`config.mk`:
```
export PLATFORM = sky130hd
export DESIGN_NAME = bin_to_bcd_seq_flat
export DESIGN_NICKNAME = d
export VERILOG_FILES = /design/src/rtl/bin_to_bcd_seq_pkg.sv /design/src/rtl/bin_to_bcd_seq_if.sv /design/src/rtl/bin_to_bcd_seq_dd_add3.sv /design/src/rtl/bin_to_bcd_seq.sv /design/src/flat_wrapper.sv
export SDC_FILE = /design/constraint.sdc
export NUM_CORES = 1
export LEC_CHECK = 0
export BUFFER_PORTS_ARGS = -buffer_cell sky130_fd_sc_hd__buf_2
export CAP_MARGIN = 10
export CORE_ASPECT_RATIO = 1.1
export CORE_MARGIN = 5
export CORE_UTILIZATION = 35
export CTS_CLUSTER_DIAMETER = 30
export DETAILED_ROUTE_END_ITERATION = 6
export PLACE_DENSITY_LB_ADDON = 0.1
export RECOVER_POWER = 100
export SYNTH_ARGS = -nofsm -noshare
export SYNTH_HDL_FRONTEND = slang
export SYNTH_SLANG_ARGS = --single-unit
```
`constraint.sdc`:
```
create_clock -name clk -period 4 [get_ports clk]
set_clock_uncertainty 0.05 [all_clocks]
set_input_delay 1 -clock clk [delete_from_list [all_inputs] [get_ports clk]]
set_output_delay 1 -clock clk [all_outputs]
set_load 0.02 [all_outputs]
```
`src/rtl/bin_to_bcd_seq_pkg.sv`:
```
// Shared types and constants for the sequential double-dabble BCD converter.
package bin_to_bcd_seq_pkg;
  localparam int BCD_W = 4;
  localparam logic [BCD_W-1:0] BCD_BLANK = 4'hF;

  typedef enum logic [1:0] {
    IDLE  = 2'd0,
    SHIFT = 2'd1,
    LOAD  = 2'd2
  } state_e;
endpackage

```
`src/rtl/bin_to_bcd_seq_if.sv`:
```
// Request/result bundle between a requester and the BCD converter.
interface bin_to_bcd_seq_if #(
  parameter int BIN_W  = 10,
  parameter int DIGITS = 4
);
  import bin_to_bcd_seq_pkg::*;

  logic                    start;
  logic [BIN_W-1:0]        bin;
  logic                    busy;
  logic                    done;
  logic [BCD_W*DIGITS-1:0] bcd;

  modport master (output start, bin, input busy, done, bcd);
  modport slave  (input start, bin, output busy, done, bcd);
endinterface

```
`src/rtl/bin_to_bcd_seq_dd_add3.sv`:
```
// Double-dabble digit adjust: digits of 5 or more get +3 before the shift.
module dd_add3
  import bin_to_bcd_seq_pkg::*;
(
  input  logic [BCD_W-1:0] d,
  output logic [BCD_W-1:0] q
);
  assign q = (d >= 4'd5) ? d + 4'd3 : d;
endmodule

```
`src/rtl/bin_to_bcd_seq.sv`:
```
// Sequential binary-to-BCD converter, one bit per clock, with optional
// leading-zero blanking for the downstream 7-segment decoders.
module bin_to_bcd_seq
  import bin_to_bcd_seq_pkg::*;
#(
  parameter int BIN_W    = 10,
  parameter int DIGITS   = 4,
  parameter int BLANK_LZ = 1
) (
  input  logic             clk,
  input  logic             rst_n,
  bin_to_bcd_seq_if.slave  bus
);
  localparam int CNT_W = $clog2(BIN_W + 1);
  localparam logic [CNT_W-1:0] LAST = CNT_W'(BIN_W - 1);

  function automatic longint unsigned pow10(input int n);
    longint unsigned r = 1;
    for (int i = 0; i < n; i++) r = r * 10;
    return r;
  endfunction

  // Reset value of bcd is the blanked image of zero.
  function automatic logic [DIGITS-1:0][BCD_W-1:0] zero_img();
    logic [DIGITS-1:0][BCD_W-1:0] r = '0;
    for (int i = 1; i < DIGITS; i++) if (BLANK_LZ != 0) r[i] = BCD_BLANK;
    return r;
  endfunction

  localparam logic [DIGITS-1:0][BCD_W-1:0] BCD_RST = zero_img();

  if (((64'd1 << BIN_W) - 64'd1) >= pow10(DIGITS)) begin : g_range_chk
    $error("bin_to_bcd_seq: 2**BIN_W-1 does not fit in DIGITS BCD digits");
  end

  state_e                       state, state_d;
  logic [CNT_W-1:0]             cnt;
  logic [BIN_W-1:0]             shreg;
  logic [DIGITS-1:0][BCD_W-1:0] scratch, adj, blanked, bcd_q;
  logic [BCD_W*DIGITS-1:0]      adj_flat;
  logic                         done_q, accept, load, lead;

  for (genvar g = 0; g < DIGITS; g++) begin : g_dig
    dd_add3 u_add3 (.d(scratch[g]), .q(adj[g]));
  end
  assign adj_flat = adj;

  always_comb begin
    state_d = state;
    accept  = 1'b0;
    load    = 1'b0;
    case (state)
      IDLE:  if (bus.start) begin
               accept  = 1'b1;
               state_d = SHIFT;
             end
      SHIFT: if (cnt == LAST) state_d = LOAD;
      LOAD:  begin
               load    = 1'b1;
               state_d = IDLE;
             end
      default: state_d = IDLE;
    endcase
  end

  // Blank zeros above the first nonzero digit; the units digit always shows.
  always_comb begin
    blanked = scratch;
    lead    = 1'b1;
    for (int i = DIGITS - 1; i >= 1; i--) begin
      if (lead && scratch[i] == '0) begin
        if (BLANK_LZ != 0) blanked[i] = BCD_BLANK;
      end else begin
        lead = 1'b0;
      end
    end
  end

  always_ff @(posedge clk or negedge rst_n) begin
    if (!rst_n) begin
      state   <= IDLE;
      cnt     <= '0;
      shreg   <= '0;
      scratch <= '0;
      bcd_q   <= BCD_RST;
      done_q  <= 1'b0;
    end else begin
      state  <= state_d;
      done_q <= load;
      if (accept) begin
        shreg   <= bus.bin;
        scratch <= '0;
        cnt     <= '0;
      end else if (state == SHIFT) begin
        scratch <= {adj_flat[BCD_W*DIGITS-2:0], shreg[BIN_W-1]};
        shreg   <= {shreg[BIN_W-2:0], 1'b0};
        cnt     <= cnt + CNT_W'(1);
      end
      if (load) bcd_q <= blanked;
    end
  end

  assign bus.busy = (state != IDLE);
  assign bus.done = done_q;
  assign bus.bcd  = bcd_q;
endmodule
```
`src/flat_wrapper.sv`:
```
// flat-port wrapper written by rule: the top's interface ports become plain ports
module bin_to_bcd_seq_flat import bin_to_bcd_seq_pkg::*;
#(
  parameter int BIN_W    = 10,
  parameter int DIGITS   = 4,
  parameter int BLANK_LZ = 1
)
  (clk, rst_n, bus_start, bus_bin, bus_busy, bus_done, bus_bcd);
  bin_to_bcd_seq_if #(.BIN_W(BIN_W), .DIGITS(DIGITS)) bus_i ();
  input  logic clk;
  input  logic rst_n;
  input wire logic [$bits(bus_i.start)-1:0] bus_start;
  input wire logic [$bits(bus_i.bin)-1:0] bus_bin;
  output wire logic [$bits(bus_i.busy)-1:0] bus_busy;
  output wire logic [$bits(bus_i.done)-1:0] bus_done;
  output wire logic [$bits(bus_i.bcd)-1:0] bus_bcd;
  assign bus_i.start = bus_start;
  assign bus_i.bin = bus_bin;
  assign bus_busy = bus_i.busy;
  assign bus_done = bus_i.done;
  assign bus_bcd = bus_i.bcd;
  bin_to_bcd_seq #(.BIN_W(BIN_W), .DIGITS(DIGITS), .BLANK_LZ(BLANK_LZ)) u_core (.clk(clk), .rst_n(rst_n), .bus(bus_i));
endmodule
```
# After elaboration in Yosys (flattened, before gate mapping)
# Cells that the tools add are included.
# word_totals
regBits	49
latchBits	0
ram_bits	0
mem_bits_ro	0
inputBits	13
out_inout_bits	18
wordCells	56
memories	0
# classes
addsub	5
multipliers	0
n_div	0
order_cmp	4
eq_ne	5
shift	0
muxes	21
bitwise_logic	0
n_reduce_logical	9
# op_table
operator	count
$mux 16	2
$mux 4	8
$mux 10	2
$ge 4x3->1 const B	4
$add 4x2->4 const B	3
$logic_not 4->1	3
$mux 1	5
$add 4x1->4 const B	1
$eq 4x4->1 const B	1
$mux 2	2
$pmux 2 s2	1
$reduce_bool 2->1	2
$add 3x2->3 const B	1
$mux 3	1
$eq 2x1->1 const B	1
$eq 2x2->1 const B	1
$logic_and 1x1->1	2
$logic_not 2->1	1
$ne 2x1->1 const B	1
$ne 2x2->1 const B	1
$reduce_and 2->1	1

# Depth between registers and ports, before layout
# depth
word_depth	6
depth_mapped	7
depth_no_buf	6

# Modules after synthesis
# A second synthesis with hierarchy kept.
# hier_totals
hier_cells	247
hier_area_um2	2448.6
# modules_own_cells
module	n_inst	cells_each	area_per_inst_um2	seq_area_each_um2
bin_to_bcd_seq	1	183	2043.2	1241.2
dd_add3	4	16	101.3	0.0

# Worst setup path after synthesis
# OpenSTA, ideal clock, no wires.
# synth_path
path_kind	reg-to-output
from	reg u_core.state[0]
to	out bus_busy
t_arrival_ns	0.984
t_required_ns	2.950
slack_ns	1.966
path_stages_with_launch	4
n_path_buf	2
cell_sequence	dfrtp_1 buf_2 buf_2 or2_2
# synth_via
elab_chain_len	1
# synth_lines
item	line_no	text
start, declared	bin_to_bcd_seq.sv:36	state_e state, state_d;
start signal, assigned	bin_to_bcd_seq.sv:88	state <= state_d;
$reduce_bool 2->1	bin_to_bcd_seq.sv:103	assign bus.busy = (state != IDLE);
end, declared	flat_wrapper.sv:14	output wire logic [$bits(bus_i.busy)-1:0] bus_busy;
# Every way passes these cells.

# Worst setup path in the final report
# layout_path
from	reg u_core.state[0]
to	reg u_core.bcd_q (netlist bit u_core.bus.bcd[14])
# layout_via
elab_chain_len	2
# layout_lines
item	line_no	text
$eq 2x2->1	bin_to_bcd_seq.sv:52	case (state)
$mux 1	bin_to_bcd_seq.sv:52	
end signal, assigned	bin_to_bcd_seq.sv:99	if (load) bcd_q <= blanked;
end, declared	bin_to_bcd_seq.sv:39	logic [DIGITS-1:0][BCD_W-1:0] scratch, adj, blanked, bcd_q;
# Every way passes these cells.
# A chain may end at the register's enable or synchronous reset.

==> results.py <==
metrics = {
    "sta": {
        "rsz0062_at_grt": "false",
        "setup_tns_ns": 0,
        "fin_crit_sh_pct": 65.0,
        "hold_violations": 0,
        "max_freq_mhz": 384,
        "setup_viol_count_final": 0,
        "maxSlewViolCount": 0,
        "worstMarginPinSlew_ns": 1.32,
        "fin_crit_ns": 2.60,
        "relSlewSlack_pct": 12.2,
    },
    "cts": {
        "cts_buffers": 5,
        "cts_resized": 0,
        "cts_tree": "built",
        "ctsHoldBuffers": 0,
        "htree_levels": 2,
        "clkLatencyLatePin_ns": 0.30,
        "root_buffer": "clkbuf_8",
        "clk_transition_reported_paths_ns": 0.09,
        "postCtsSetupBuffers": 0,
        "cts_buffer_depth": 2,
        "cts_sinks": 49,
    },
    "synthesis": {
        "ys_warn_count": 0,
        "synth_top_family_by_area": "simple AND/OR/NAND/NOR gates",
        "postSynthAreaPerCell_um2": 9.56,
        "async_reset_ff_share_pct": 100,
        "synth_area_um2": 2390,
        "synth_fa_ha_area_share_pct": 6.28,
        "synth-edff-count": 0,
        "ys_seq_elements": 49,
        "synth_cell_types": 34,
        "synth-compound-area-share_pct": 16.5,
        "synth_mux_area_share_pct": 0.471,
        "syn-num-nets": 275,
        "ys_seq_area_share_pct": 51.9,
        "synth-simple-area-share_pct": 17.9,
        "synthFlopType": "dfrtp_1",
        "yosys.area_share.xor_xnor_pct": 1.83,
        "synthCells": 250,
    },
    "detailed_routing": {
        "dr.pass1.iters": 4,
        "ant_nets": 0,
        "wirelength_um": 4830,
        "route.vias.total": 1801,
        "avgRoutedWirePerCell_um": 13.4,
        "post_drt_via_cell_ratio": 5.00,
        "drc_errors": 0,
        "drt_iter0_drc": 43,
    },
    "floorplan": {
        "rows": 31,
        "die_y_um": 96.7,
        "die_w_um": 88.8,
        "pin_count": 31,
        "dieArea_um2": 8580,
        "initial_core_util_pct": 36.0,
        "core_area_um2": 6630,
    },
    "final_layout": {
        "fin_area_um2": 2640,
        "layout_commonest_cell": "nand2_1",
        "final_cell_mix": "nand2_1, dfrtp_1, o21ai_0",
        "areaGrowthSynthToFinish_pct": 10.6,
        "layout.nets": 302,
        "antenna_cells": 0,
        "final_core_utilization_pct": 39.8,
        "drive_gt1_share_pct": 13.3,
    },
    "setup_path": {
        "reg2reg_depth": 3,
        "critPathCaptureType": "flip-flop",
        "path_class": "flip-flop to flip-flop",
        "path_max_fanout": 19,
        "required_ns": 4.17,
        "start_kind": "flip-flop",
        "arrival_ns": 2.77,
        "rr_endpoint": "u_core.bus.bcd[14]",
        "reg2reg_slack_ns": 1.40,
        "rr_startpoint": "u_core.state[0]",
    },
    "placement": {
        "place_area_um2": 2590,
        "place_hpwl_um": 3190,
        "gp_congestion": 0.767,
        "port_buffers": 30,
    },
    "grt": {
        "grt_pass1_vias": 1822,
        "grt_pass1_wl_um": 8540,
        "grt_max_degree": 37,
        "grt_antenna_before_repair": 0,
        "grt.overflow.total": 0,
        "grt.total_usage_pct": 12.4,
    },
    "pwr": {
        "power_density_nw_per_um2": 771,
        "pwr-share-seq_pct": 45.5,
        "power.share.clock_pct": 14.0,
        "pwr-share-comb_pct": 40.5,
        "switchingPower_uw": 850,
        "intPower_uw": 1190,
        "ir_drop_mv": 0.314,
        "p_leak_uw": 0.00116,
        "switching_share_pct": 41.7,
    },
    "hold_path": {
        "worstHoldStart": "u_core.bus.bcd[10]",
        "holdPathEnd": "u_core.bus.bcd[10]",
        "hold_depth": 2,
        "hp-class": "flip-flop to flip-flop",
    },
    "run_status": {
        "status": "finished clean",
    },
    "run": {
        "cap_violations": 0,
    },
}
## power groups by stage
stage | Combinational (µW) | Sequential [µW] | Clock, µW
floorplan | 621 | 957 | 0
global placement | 861 | 934 | 0
detailed placement | 867 | 937 | 0
CTS | 869 | 928 | 303
global route | 961 | 969 | 323
finish | 825 | 926 | 286
## synth_stat cells (2+ instances only)
| cell type | n | area, µm² |
|---|---|---|
| o21ai_0 | 34 | 170 |
| a22oi_1 | 9 | 67.6 |
| nor3_1 | 6 | 30.0 |
| a21oi_1 | 11 | 55.1 |
| a31oi_1 | 3 | 18.8 |
| o311ai_0 | 4 | 35.0 |
| ha_1 | 12 | 150 |
| clkbuf_1 | 2 | 7.51 |
| buf_6 | 2 | 22.5 |
| dfrtp_1 | 37 | 926 |
| a22o_1 | 3 | 26.3 |
| nor2_1 | 12 | 45.0 |
| xnor2_1 | 4 | 35.0 |
| inv_1 | 11 | 41.3 |
| dfstp_2 | 12 | 315 |
| nand2b_1 | 6 | 37.5 |
| nand2_1 | 50 | 188 |
| nand3_1 | 9 | 45.0 |
| nor3b_1 | 2 | 15.0 |
| buf_2 | 7 | 35.0 |
## cells by family after synthesis
logic type | after synthesis
flip-flops | 49
XOR/XNOR | 5
adder cells (fa/ha/maj) | 12
buffers and inverters | 24
AO/OA/AOI/OAI | 67
multiplexers | 1
AND/OR/NAND/NOR | 92
## worst max-delay path by stage
| stage | startpoint | end | slack [ns] | depth (start not counted) |
|---|---|---|---|---|
| 6_report | u_core.state[0] | u_core.bus.bcd[14] | 1.40 | 3 |
| 5_1_grt | u_core.state[0] | u_core.bus.bcd[12] | 1.05 | 4 |
| 4_1_cts | u_core.state[0] | bus_busy | 1.50 | 2 |
| 3_5_place_dp | u_core.state[0] | bus_busy | 1.85 | 2 |
| 3_3_place_gp | u_core.state[0] | bus_busy | 1.85 | 2 |
| 2_1_floorplan | u_core.state[0] | bus_busy | 1.97 | 3 |
## state kept, by name, summed over array words and instances, names as in the netlist
register and cells:
u_core.bus.bcd 16, u_core.scratch 12, u_core.shreg 10, u_core.cnt 4, u_core.state 2, u_core.bus.done 1
u_core.blanked 4
## per-stage QoR
stage               total power, µW  hold slack (ns)  setup WS [ns]  cells
finish                         2040            0.402           1.40    360
global route                   2250            0.422           1.05    360
CTS                            2100            0.405           1.50    360
detailed placement             1800            0.392           1.85    352
global placement               1800            0.391           1.85    352
floorplan                      1580            0.401           1.97    250
## final cells by class
class	count	area, µm²
clock buffers	7	76.3
fillers	709	3990
clock inverters	1	7.51
flip-flops and latches	49	1240
well taps	82	103
repair buffers	32	136
multi-input cells	177	1030
inverters	12	46.3
## metal layers
| metal | GRT usage, % | vias to the layer above | part of all wire (%) |
|---|---|---|---|
| li1 | - | 907 | - |
| met1 | 15.5 | 859 | 46 |
| met2 | 20.6 | 29 | 48 |
| met3 | 3.14 | 6 | 4.6 |
| met4 | 3.84 | 0 | 1.3 |
| met5 | 0 | - | 0 |
## critical path: stages, from the launching register on
cell	delay [ns]
dfrtp_1	0.72
nand2b_1	0.67
clkinvlp_2	0.73
a31oi_1	0.35
No activity file was read; power rests on OpenSTA's default activity.
